--- src/rtl/axi_lite_port_arbiter.sv ---
// Shares one AXI4-Lite master between an instruction-fetch port and a data port.
// Only one AXI transaction is in flight at a time across both ports.
module axi_lite_port_arbiter #(
    parameter bit RR_ENABLE = 1'b1
) (
    input  logic        clk,
    input  logic        reset_n,

    input  logic        i_req_valid,
    input  logic [31:0] i_req_addr,
    output logic        i_req_ready,
    output logic        i_rsp_valid,
    output logic [31:0] i_rsp_data,
    output logic        i_rsp_err,

    input  logic        d_req_valid,
    input  logic        d_req_we,
    input  logic [31:0] d_req_addr,
    input  logic [31:0] d_req_wdata,
    input  logic [3:0]  d_req_wstrb,
    output logic        d_req_ready,
    output logic        d_rsp_valid,
    output logic [31:0] d_rsp_rdata,
    output logic        d_rsp_err,

    output logic [31:0] m_axi_awaddr,
    output logic [2:0]  m_axi_awprot,
    output logic        m_axi_awvalid,
    input  logic        m_axi_awready,
    output logic [31:0] m_axi_wdata,
    output logic [3:0]  m_axi_wstrb,
    output logic        m_axi_wvalid,
    input  logic        m_axi_wready,
    input  logic [1:0]  m_axi_bresp,
    input  logic        m_axi_bvalid,
    output logic        m_axi_bready,
    output logic [31:0] m_axi_araddr,
    output logic [2:0]  m_axi_arprot,
    output logic        m_axi_arvalid,
    input  logic        m_axi_arready,
    input  logic [31:0] m_axi_rdata,
    input  logic [1:0]  m_axi_rresp,
    input  logic        m_axi_rvalid,
    output logic        m_axi_rready
);

    typedef enum logic [2:0] {
        IDLE,
        RD_AR,
        RD_R,
        WR_AW_W,
        WR_B
    } state_t;

    typedef enum logic {
        PORT_I = 1'b0,
        PORT_D = 1'b1
    } port_t;

    state_t state;
    port_t  owner;
    port_t  last_grant;

    logic grant_i;
    logic grant_d;
    logic i_accept;
    logic d_accept;
    logic aw_done;
    logic w_done;
    logic unused_resp_lsb;

    // NOTE: defaults first so no path through this block leaves a grant unassigned (no latch).
    always_comb begin
        grant_i = 1'b0;
        grant_d = 1'b0;
        if (d_req_valid && (!i_req_valid || !RR_ENABLE || last_grant == PORT_I)) begin
            grant_d = 1'b1;
        end else if (i_req_valid) begin
            grant_i = 1'b1;
        end
    end

    // Ready is combinational so a request can be taken in the same IDLE cycle;
    // gating with reset_n keeps it low while reset is held.
    assign i_req_ready = reset_n && (state == IDLE) && grant_i;
    assign d_req_ready = reset_n && (state == IDLE) && grant_d;
    assign i_accept    = i_req_valid && i_req_ready;
    assign d_accept    = d_req_valid && d_req_ready;

    // A write channel counts as done once its valid has dropped or is handshaking now.
    assign aw_done = !m_axi_awvalid || m_axi_awready;
    assign w_done  = !m_axi_wvalid || m_axi_wready;

    assign m_axi_awprot = 3'b000;
    assign m_axi_arprot = 3'b000;

    assign unused_resp_lsb = m_axi_rresp[0] ^ m_axi_bresp[0];

    // NOTE: sequential state uses non-blocking assignments only, so every register
    // samples the pre-edge values of its peers.
    always_ff @(posedge clk or negedge reset_n) begin
        if (!reset_n) begin
            state         <= IDLE;
            owner         <= PORT_I;
            last_grant    <= PORT_I;
            m_axi_awaddr  <= '0;
            m_axi_awvalid <= 1'b0;
            m_axi_wdata   <= '0;
            m_axi_wstrb   <= '0;
            m_axi_wvalid  <= 1'b0;
            m_axi_bready  <= 1'b0;
            m_axi_araddr  <= '0;
            m_axi_arvalid <= 1'b0;
            m_axi_rready  <= 1'b0;
            i_rsp_valid   <= 1'b0;
            i_rsp_data    <= '0;
            i_rsp_err     <= 1'b0;
            d_rsp_valid   <= 1'b0;
            d_rsp_rdata   <= '0;
            d_rsp_err     <= 1'b0;
        end else begin
            i_rsp_valid <= 1'b0;
            d_rsp_valid <= 1'b0;

            case (state)
                IDLE: begin
                    if (d_accept) begin
                        owner      <= PORT_D;
                        last_grant <= PORT_D;
                        if (d_req_we) begin
                            m_axi_awaddr  <= d_req_addr;
                            m_axi_wdata   <= d_req_wdata;
                            m_axi_wstrb   <= d_req_wstrb;
                            m_axi_awvalid <= 1'b1;
                            m_axi_wvalid  <= 1'b1;
                            state         <= WR_AW_W;
                        end else begin
                            m_axi_araddr  <= d_req_addr;
                            m_axi_arvalid <= 1'b1;
                            state         <= RD_AR;
                        end
                    end else if (i_accept) begin
                        owner         <= PORT_I;
                        last_grant    <= PORT_I;
                        m_axi_araddr  <= i_req_addr;
                        m_axi_arvalid <= 1'b1;
                        state         <= RD_AR;
                    end
                end

                RD_AR: begin
                    if (m_axi_arready) begin
                        m_axi_arvalid <= 1'b0;
                        m_axi_rready  <= 1'b1;
                        state         <= RD_R;
                    end
                end

                RD_R: begin
                    if (m_axi_rvalid) begin
                        m_axi_rready <= 1'b0;
                        state        <= IDLE;
                        if (owner == PORT_D) begin
                            d_rsp_valid <= 1'b1;
                            d_rsp_rdata <= m_axi_rdata;
                            d_rsp_err   <= m_axi_rresp[1];
                        end else begin
                            i_rsp_valid <= 1'b1;
                            i_rsp_data  <= m_axi_rdata;
                            i_rsp_err   <= m_axi_rresp[1];
                        end
                    end
                end

                WR_AW_W: begin
                    if (m_axi_awready) begin
                        m_axi_awvalid <= 1'b0;
                    end
                    if (m_axi_wready) begin
                        m_axi_wvalid <= 1'b0;
                    end
                    if (aw_done && w_done) begin
                        m_axi_bready <= 1'b1;
                        state        <= WR_B;
                    end
                end

                WR_B: begin
                    if (m_axi_bvalid) begin
                        m_axi_bready <= 1'b0;
                        d_rsp_valid  <= 1'b1;
                        d_rsp_rdata  <= '0;
                        d_rsp_err    <= m_axi_bresp[1];
                        state        <= IDLE;
                    end
                end

                default: begin
                    state <= IDLE;
                end
            endcase
        end
    end

endmodule

--- config.mk ---
export PLATFORM = sky130hd
export DESIGN_NAME = axi_lite_port_arbiter
export DESIGN_NICKNAME = d
export VERILOG_FILES = /design/src/rtl/axi_lite_port_arbiter.sv
export SDC_FILE = /design/constraint.sdc
export NUM_CORES = 1
export LEC_CHECK = 0
export CAP_MARGIN = 10
export CELL_PAD_IN_SITES_DETAIL_PLACEMENT = 0
export CELL_PAD_IN_SITES_GLOBAL_PLACEMENT = 1
export CORE_MARGIN = 5
export CORE_UTILIZATION = 34
export CTS_BUF_LIST = sky130_fd_sc_hd__clkbuf_2 sky130_fd_sc_hd__clkbuf_4 sky130_fd_sc_hd__clkbuf_8
export DETAILED_ROUTE_END_ITERATION = 7
export GPL_TIMING_DRIVEN = 0
export PLACE_DENSITY = 0.81
export RECOVER_POWER = 50
export SYNTH_ARGS = -nofsm -noshare
export SYNTH_HDL_FRONTEND = slang
export SYNTH_SLANG_ARGS = --single-unit
--- constraint.sdc ---
create_clock -name clk -period 2.6 [get_ports clk]
set_input_delay 0.39 -clock clk [delete_from_list [all_inputs] [get_ports clk]]
set_output_delay 0.39 -clock clk [all_outputs]
set_load 0.05 [all_outputs]
[Yosys cells after proc, flatten, opt, wreduce, memory -nomap -nowiden]
Index checks and enable logic that the tools add are counted.
Word-level totals
  logic and storage cells: 113
  output and inout bits: 181
  input port bits: 146
  register bits after elaboration: 177
Cells by class
  reduce and logical (&&, ||, !) cells: 31
  muxes and demuxes: 48
  eq/ne operators: 16
  bitwise operators: 1
Operator list (count)
  32-bit two-way mux: 6
  32-bit case mux with 2 select lines: 1
  1-bit two-way mux: 26
  2-bit inequality test, second input constant: 10
  3-bit two-way mux: 6
  4-bit AND reduction: 4
  3-bit case mux with 5 select lines: 1
  3-bit AND reduction: 5
  1-bit case mux with 2 select lines: 7
  2-bit nonzero test: 6
  1-bit logical AND: 7
  3-bit by 2-bit == test with 1-bit output, second input constant: 2
  3-bit inequality test, second input constant: 2
  5-bit AND reduction: 1
  3-bit by 1-bit == test with 1-bit output, second input constant: 1
  3-bit == test, second input constant: 1
  1-bit logical NOT: 3
  3-bit logical NOT: 1
  1-bit logical OR: 3
  2-bit two-way mux: 1
  2-bit AND reduction: 1
  1-bit NOT: 1

[Logic depth before layout (Yosys ltp)]
  depth after elaboration: 9
  mapped depth: 7
  depth with buffers taken out: 5

[Least setup slack after synthesis]
Ideal clock, no wire load.
  kind: register to register
  start point: register state[0]
  end point: register m_axi_wdata[10]
  data required time: 2.472 ns
  clock period less this slack: 1.958 ns
  library setup time: 0.128 ns
  stages on the path, launching flop included: 8
  buffers on the path: 2
  slack: 0.642 ns
  arrival: 1.830 ns
  cells stage by stage: dfrtp_1 buf_6 nor4b_4 nand3_4 inv_2 nand2_4 buf_6 mux2_1
Between the ends
  word-level cells in the longest chain between the ends: 5
Ends and longest elaborated chain
  from (decl): line 60  | state_t state;
  from (signal assigned): line 103  | state <= IDLE;
  from (signal assigned): line 136  | state <= WR_AW_W;
  from (signal assigned): line 140  | state <= RD_AR;
  3-bit logical NOT: line 86  | assign d_req_ready = reset_n && (state == IDLE) && grant_d;
  1-bit logical AND (2 in a row): line 86
  net d_req_ready: line 21  | output logic d_req_ready,
  1-bit logical AND: line 88  | assign d_accept = d_req_valid && d_req_ready;
  3-bit AND reduction (no source line)
  to (signal assigned): line 132  | m_axi_wdata <= d_req_wdata;
  to (decl): line 30  | output logic [31:0] m_axi_wdata,
The timed path passes the listed nets, and every way through them passes these cells.
A chain may end at the register's enable or synchronous reset.

[Worst setup path in the final report]
  start point: register state[0]
  end point: output i_req_ready
Between the ends
  word-level cells in the longest chain between the ends: 3
Ends and longest elaborated chain
  3-bit logical NOT: line 85  | assign i_req_ready = reset_n && (state == IDLE) && grant_i;
  1-bit logical AND (2 in a row): line 85
  to (decl): line 11  | output logic i_req_ready,
Every way passes these cells.

==> results.sh <==
export IMPL_status="finished, violations left"
export IMPL_violations="max-capacitance violations, max-slew violations"
export IMPL_port_buffer_count=318
export IMPL_finalCriticalPeriod_ns=2.39
export IMPL_cts_tree="yes"
export IMPL_critPathMaxStageDelay_ns=0.58
export IMPL_place_congestion=0.829
export IMPL_fin_crit_sh_pct=91.8
export IMPL_vias_per_cell=4.74
export IMPL_skew_ns=0.0120
export IMPL_dr_pass1_iters=4
export IMPL_synth_top_area_cell="dfrtp_1"
export IMPL_p_leak_uw=0.00495
export IMPL_crit_family="buffers and inverters"
export IMPL_fin_area_mm2=0.0112
export IMPL_pin_count=327
export IMPL_cts_max_path_buffers=2
export IMPL_clk_pin_slew_ns=0.09
export IMPL_critPathMaxFanout=10
export IMPL_antenna_left=0
export IMPL_drt_iter0_drc=114
export IMPL_timing_slew_headroom_pct=-45.7
export IMPL_cts_setup_buffers=0
export IMPL_clk_latency_ns=0.44
export IMPL_clockRootBuffer="clkbuf_8"
export IMPL_drcViolationCount=0
export IMPL_grt_setup_unrepaired="no"
export IMPL_p_per_area_mw_per_mm2=1460
export IMPL_place_hpwl_um=16200
export IMPL_synthCells=467
export IMPL_drive_gt1_share_pct=23.7
export IMPL_die_w_um=156
export IMPL_ys_seq_area_share_pct=60.8
export IMPL_worst_pin_slew_ns=2.19
export IMPL_p_total_uw=16400
export IMPL_maxCapViolCount=2
export IMPL_fillers=1792
export IMPL_grt_pass1_wl_um=33700
export IMPL_cpMaxStageDelayCell="dlygate4sd2_1"
export IMPL_wl_per_cell_um=19.5
export IMPL_path_cells="buf_6 -> nor2_1 -> nand3b_1 -> nor2_1 -> dlygate4sd2_1"
export IMPL_cts_max_level=4
export IMPL_setup_tns_ns=0
export IMPL_clock_sinks=177
export IMPL_drv_slew=132
export IMPL_fin_nets=961
export IMPL_rows=53
export IMPL_cts_buffers=17
export IMPL_crit_required_ns=2.21
export IMPL_ys_seq_elements=177
export IMPL_grt_pass1_vias=5977
export IMPL_synth_area_leaders="dfrtp_1, mux2_2, mux2_4, mux2_1, a22o_1"
export IMPL_grt_max_degree=81
export IMPL_syn_area_mm2=0.00729
export IMPL_grt_use_total_pct=17.5
export IMPL_vias=5224
export IMPL_gr_max_usage_layer="met2"
export IMPL_grt_remaining_overflow=0
export IMPL_met2_usage_pct=30.3
export IMPL_die_area_mm2=0.0245
export IMPL_irDropWorstVdd_mv=0.893
export IMPL_cp_end_kind="output port"
export IMPL_avgSynthCellArea_um2=15.6
export IMPL_syn_to_final_growth_pct=54.3
export IMPL_synth_distinct_cells=36
export IMPL_initial_utilization_pct=34.6
export IMPL_ys_warn_count=0
export IMPL_die_h_um=156
export IMPL_postLayoutSetupSlackWorst_ns=0.213
export IMPL_setup_viol=0
export IMPL_crit_buf_inv=2
export IMPL_cp_common_cell="nor2_1"
export IMPL_grt_met3_usage_pct=7.74
export IMPL_grtUsageMet1_pct=20.1
export IMPL_place_ws_ns=-0.827
export IMPL_core_area_mm2=0.0211
export IMPL_n_antenna_cell=0
export IMPL_critPathKind="register to output port"
export IMPL_yosys_area_top_type_share_pct=60.8
export IMPL_fmax_mhz=419
export IMPL_fin_hold_ws_ns=0.495
export IMPL_wl_um=21500
export IMPL_arrival_ns=2.00
export IMPL_hold_path_class="register to register"
export IMPL_start_kind="register"
export IMPL_placed_area_mm2=0.0109
export IMPL_antenna_found_initial=1
export IMPL_final_hold_violation_count=0
## cell usage after synthesis
cell	number
inv_1	6
and4bb_2	1
buf_6	11
nand2_1	8
or2_2	1
nand3_1	1
nor2_1	4
a22o_1	32
dfrtp_1	177
nor3_1	3
o21ai_0	3
a21oi_1	7
nand3b_1	2
nor2b_1	1
or3_1	2
mux2i_1	1
a32oi_1	3
inv_2	1
mux2_1	30
mux2_4	30
o22a_1	1
o22ai_1	2
nand2b_1	2
nand2_4	1
nor4b_4	1
mux2_2	105
nand3_4	1
clkbuf_1	9
buf_4	6
and2_1	1
a222oi_1	1
conb_1	1
buf_2	7
a31oi_1	3
o221ai_1	1
a211oi_1	1
## path summary, 6_finish.rpt
check / startpoint / to / slack [ns] / cells after the start
min: m_axi_awaddr[0] / m_axi_awaddr[0] / 0.49 / 1
max: state[0] / i_req_ready / 0.21 / 5
min in group asynchronous: reset_n / d_rsp_rdata[25] / 0.79 / 2
min reg2reg: m_axi_awaddr[0] / m_axi_awaddr[0] / 0.49 / 1
max reg2reg: state[0] / m_axi_wdata[1] / 0.27 / 7
max in group asynchronous: reset_n / m_axi_awaddr[22] / 0.44 / 3
## worst register-to-register path, delay by kind of cell, from the launching register on
| kind | cells | cell delay (ns) |
|---|---|---|
| and+or+nand+nor | 3 | 0.96 |
| buffers and inverters | 3 | 0.53 |
| DFF | 1 | 0.38 |
| muxes | 1 | 0.33 |
## cells in the final DEF, fill, tap and decap left out, types with 3 or more instances in the layout
| cell | Yosys | final |
|---|---|---|
| clkbuf_8 | 0 | 19 |
| conb_1 | 1 | 6 |
| mux2_2 | 105 | 105 |
| dfrtp_1 | 177 | 177 |
| dlygate4sd3_1 | 0 | 40 |
| a22o_1 | 32 | 32 |
| buf_2 | 7 | 5 |
| mux2_1 | 30 | 30 |
| a21oi_1 | 7 | 7 |
| inv_6 | 0 | 3 |
| a32oi_1 | 3 | 3 |
| nand2_1 | 8 | 9 |
| inv_1 | 6 | 6 |
| buf_6 | 11 | 11 |
| o21ai_0 | 3 | 3 |
| clkdlybuf4s50_1 | 0 | 277 |
| nor2_1 | 4 | 4 |
| buf_4 | 6 | 6 |
| nor3_1 | 3 | 3 |
| clkbuf_1 | 9 | 14 |
| clkinv_4 | 0 | 5 |
| mux2_4 | 30 | 30 |
| a31oi_1 | 3 | 3 |
## cell type report
type / instances / area (um^2) / area share (%)
multi-input combinational: 255 / 2610 / 23.2
clock inverter: 12 / 98.8 / 0.879
inverter: 7 / 26.3 / 0.234
tap: 275 / 344 / 3.06
clock buffer: 20 / 269 / 2.39
sequential: 177 / 4430 / 39.4
buffer: 33 / 233 / 2.07
timing repair buffer: 324 / 3240 / 28.8
## per-layer routing
metal  wire, um  up-vias
li1           -     2368
met1       8190     2610
met2      10800      227
met3       2200       17
met4        233        2
met5         13        -
## repair_timing
item                                    CTS  global route
hold buffers                              3             1
hold endpoints to repair                 80             3
endpoints found under the setup margin   31             0
gates resized for setup                   8             0
## flip-flops by register name, summed over array words and instances, names as in the netlist, 3 cells and up
signal and count:
m_axi_awaddr 32, state 3, m_axi_wdata 32, m_axi_wstrb 4
i_rsp_data 32, m_axi_araddr 32, d_rsp_rdata 32
## report_power, final
| group | internal (uW) | switching [uW] | leakage (uW) |
|---|---|---|---|
| sequential | 4070 | 722 | 0.00217 |
| combinational | 3500 | 6300 | 0.00260 |
| clock | 744 | 1040 | 0.000189 |
## cells by family (layout without fill, tap and decap cells)
group | after synthesis | in the layout | synth area share, %
compound gates | 54 | 54 | 5.80
flops | 177 | 177 | 60.8
buf+inv | 40 | 396 | 3.62
other cells | 1 | 6 | 0.0514
mux | 166 | 166 | 27.2
simple gates | 29 | 29 | 2.59
## through the flow
| step | utilization (%) | cells |
|---|---|---|
| 5_1_grt | 53.3 | 1103 |
| 3_5_place_dp | 51.5 | 1066 |
| 6_report | 53.3 | 1103 |
| 4_1_cts | 53.8 | 1102 |
| 2_1_floorplan | - | 472 |
| 3_3_place_gp | 51.4 | 1065 |
No activity file was read; power rests on OpenSTA's default activity.
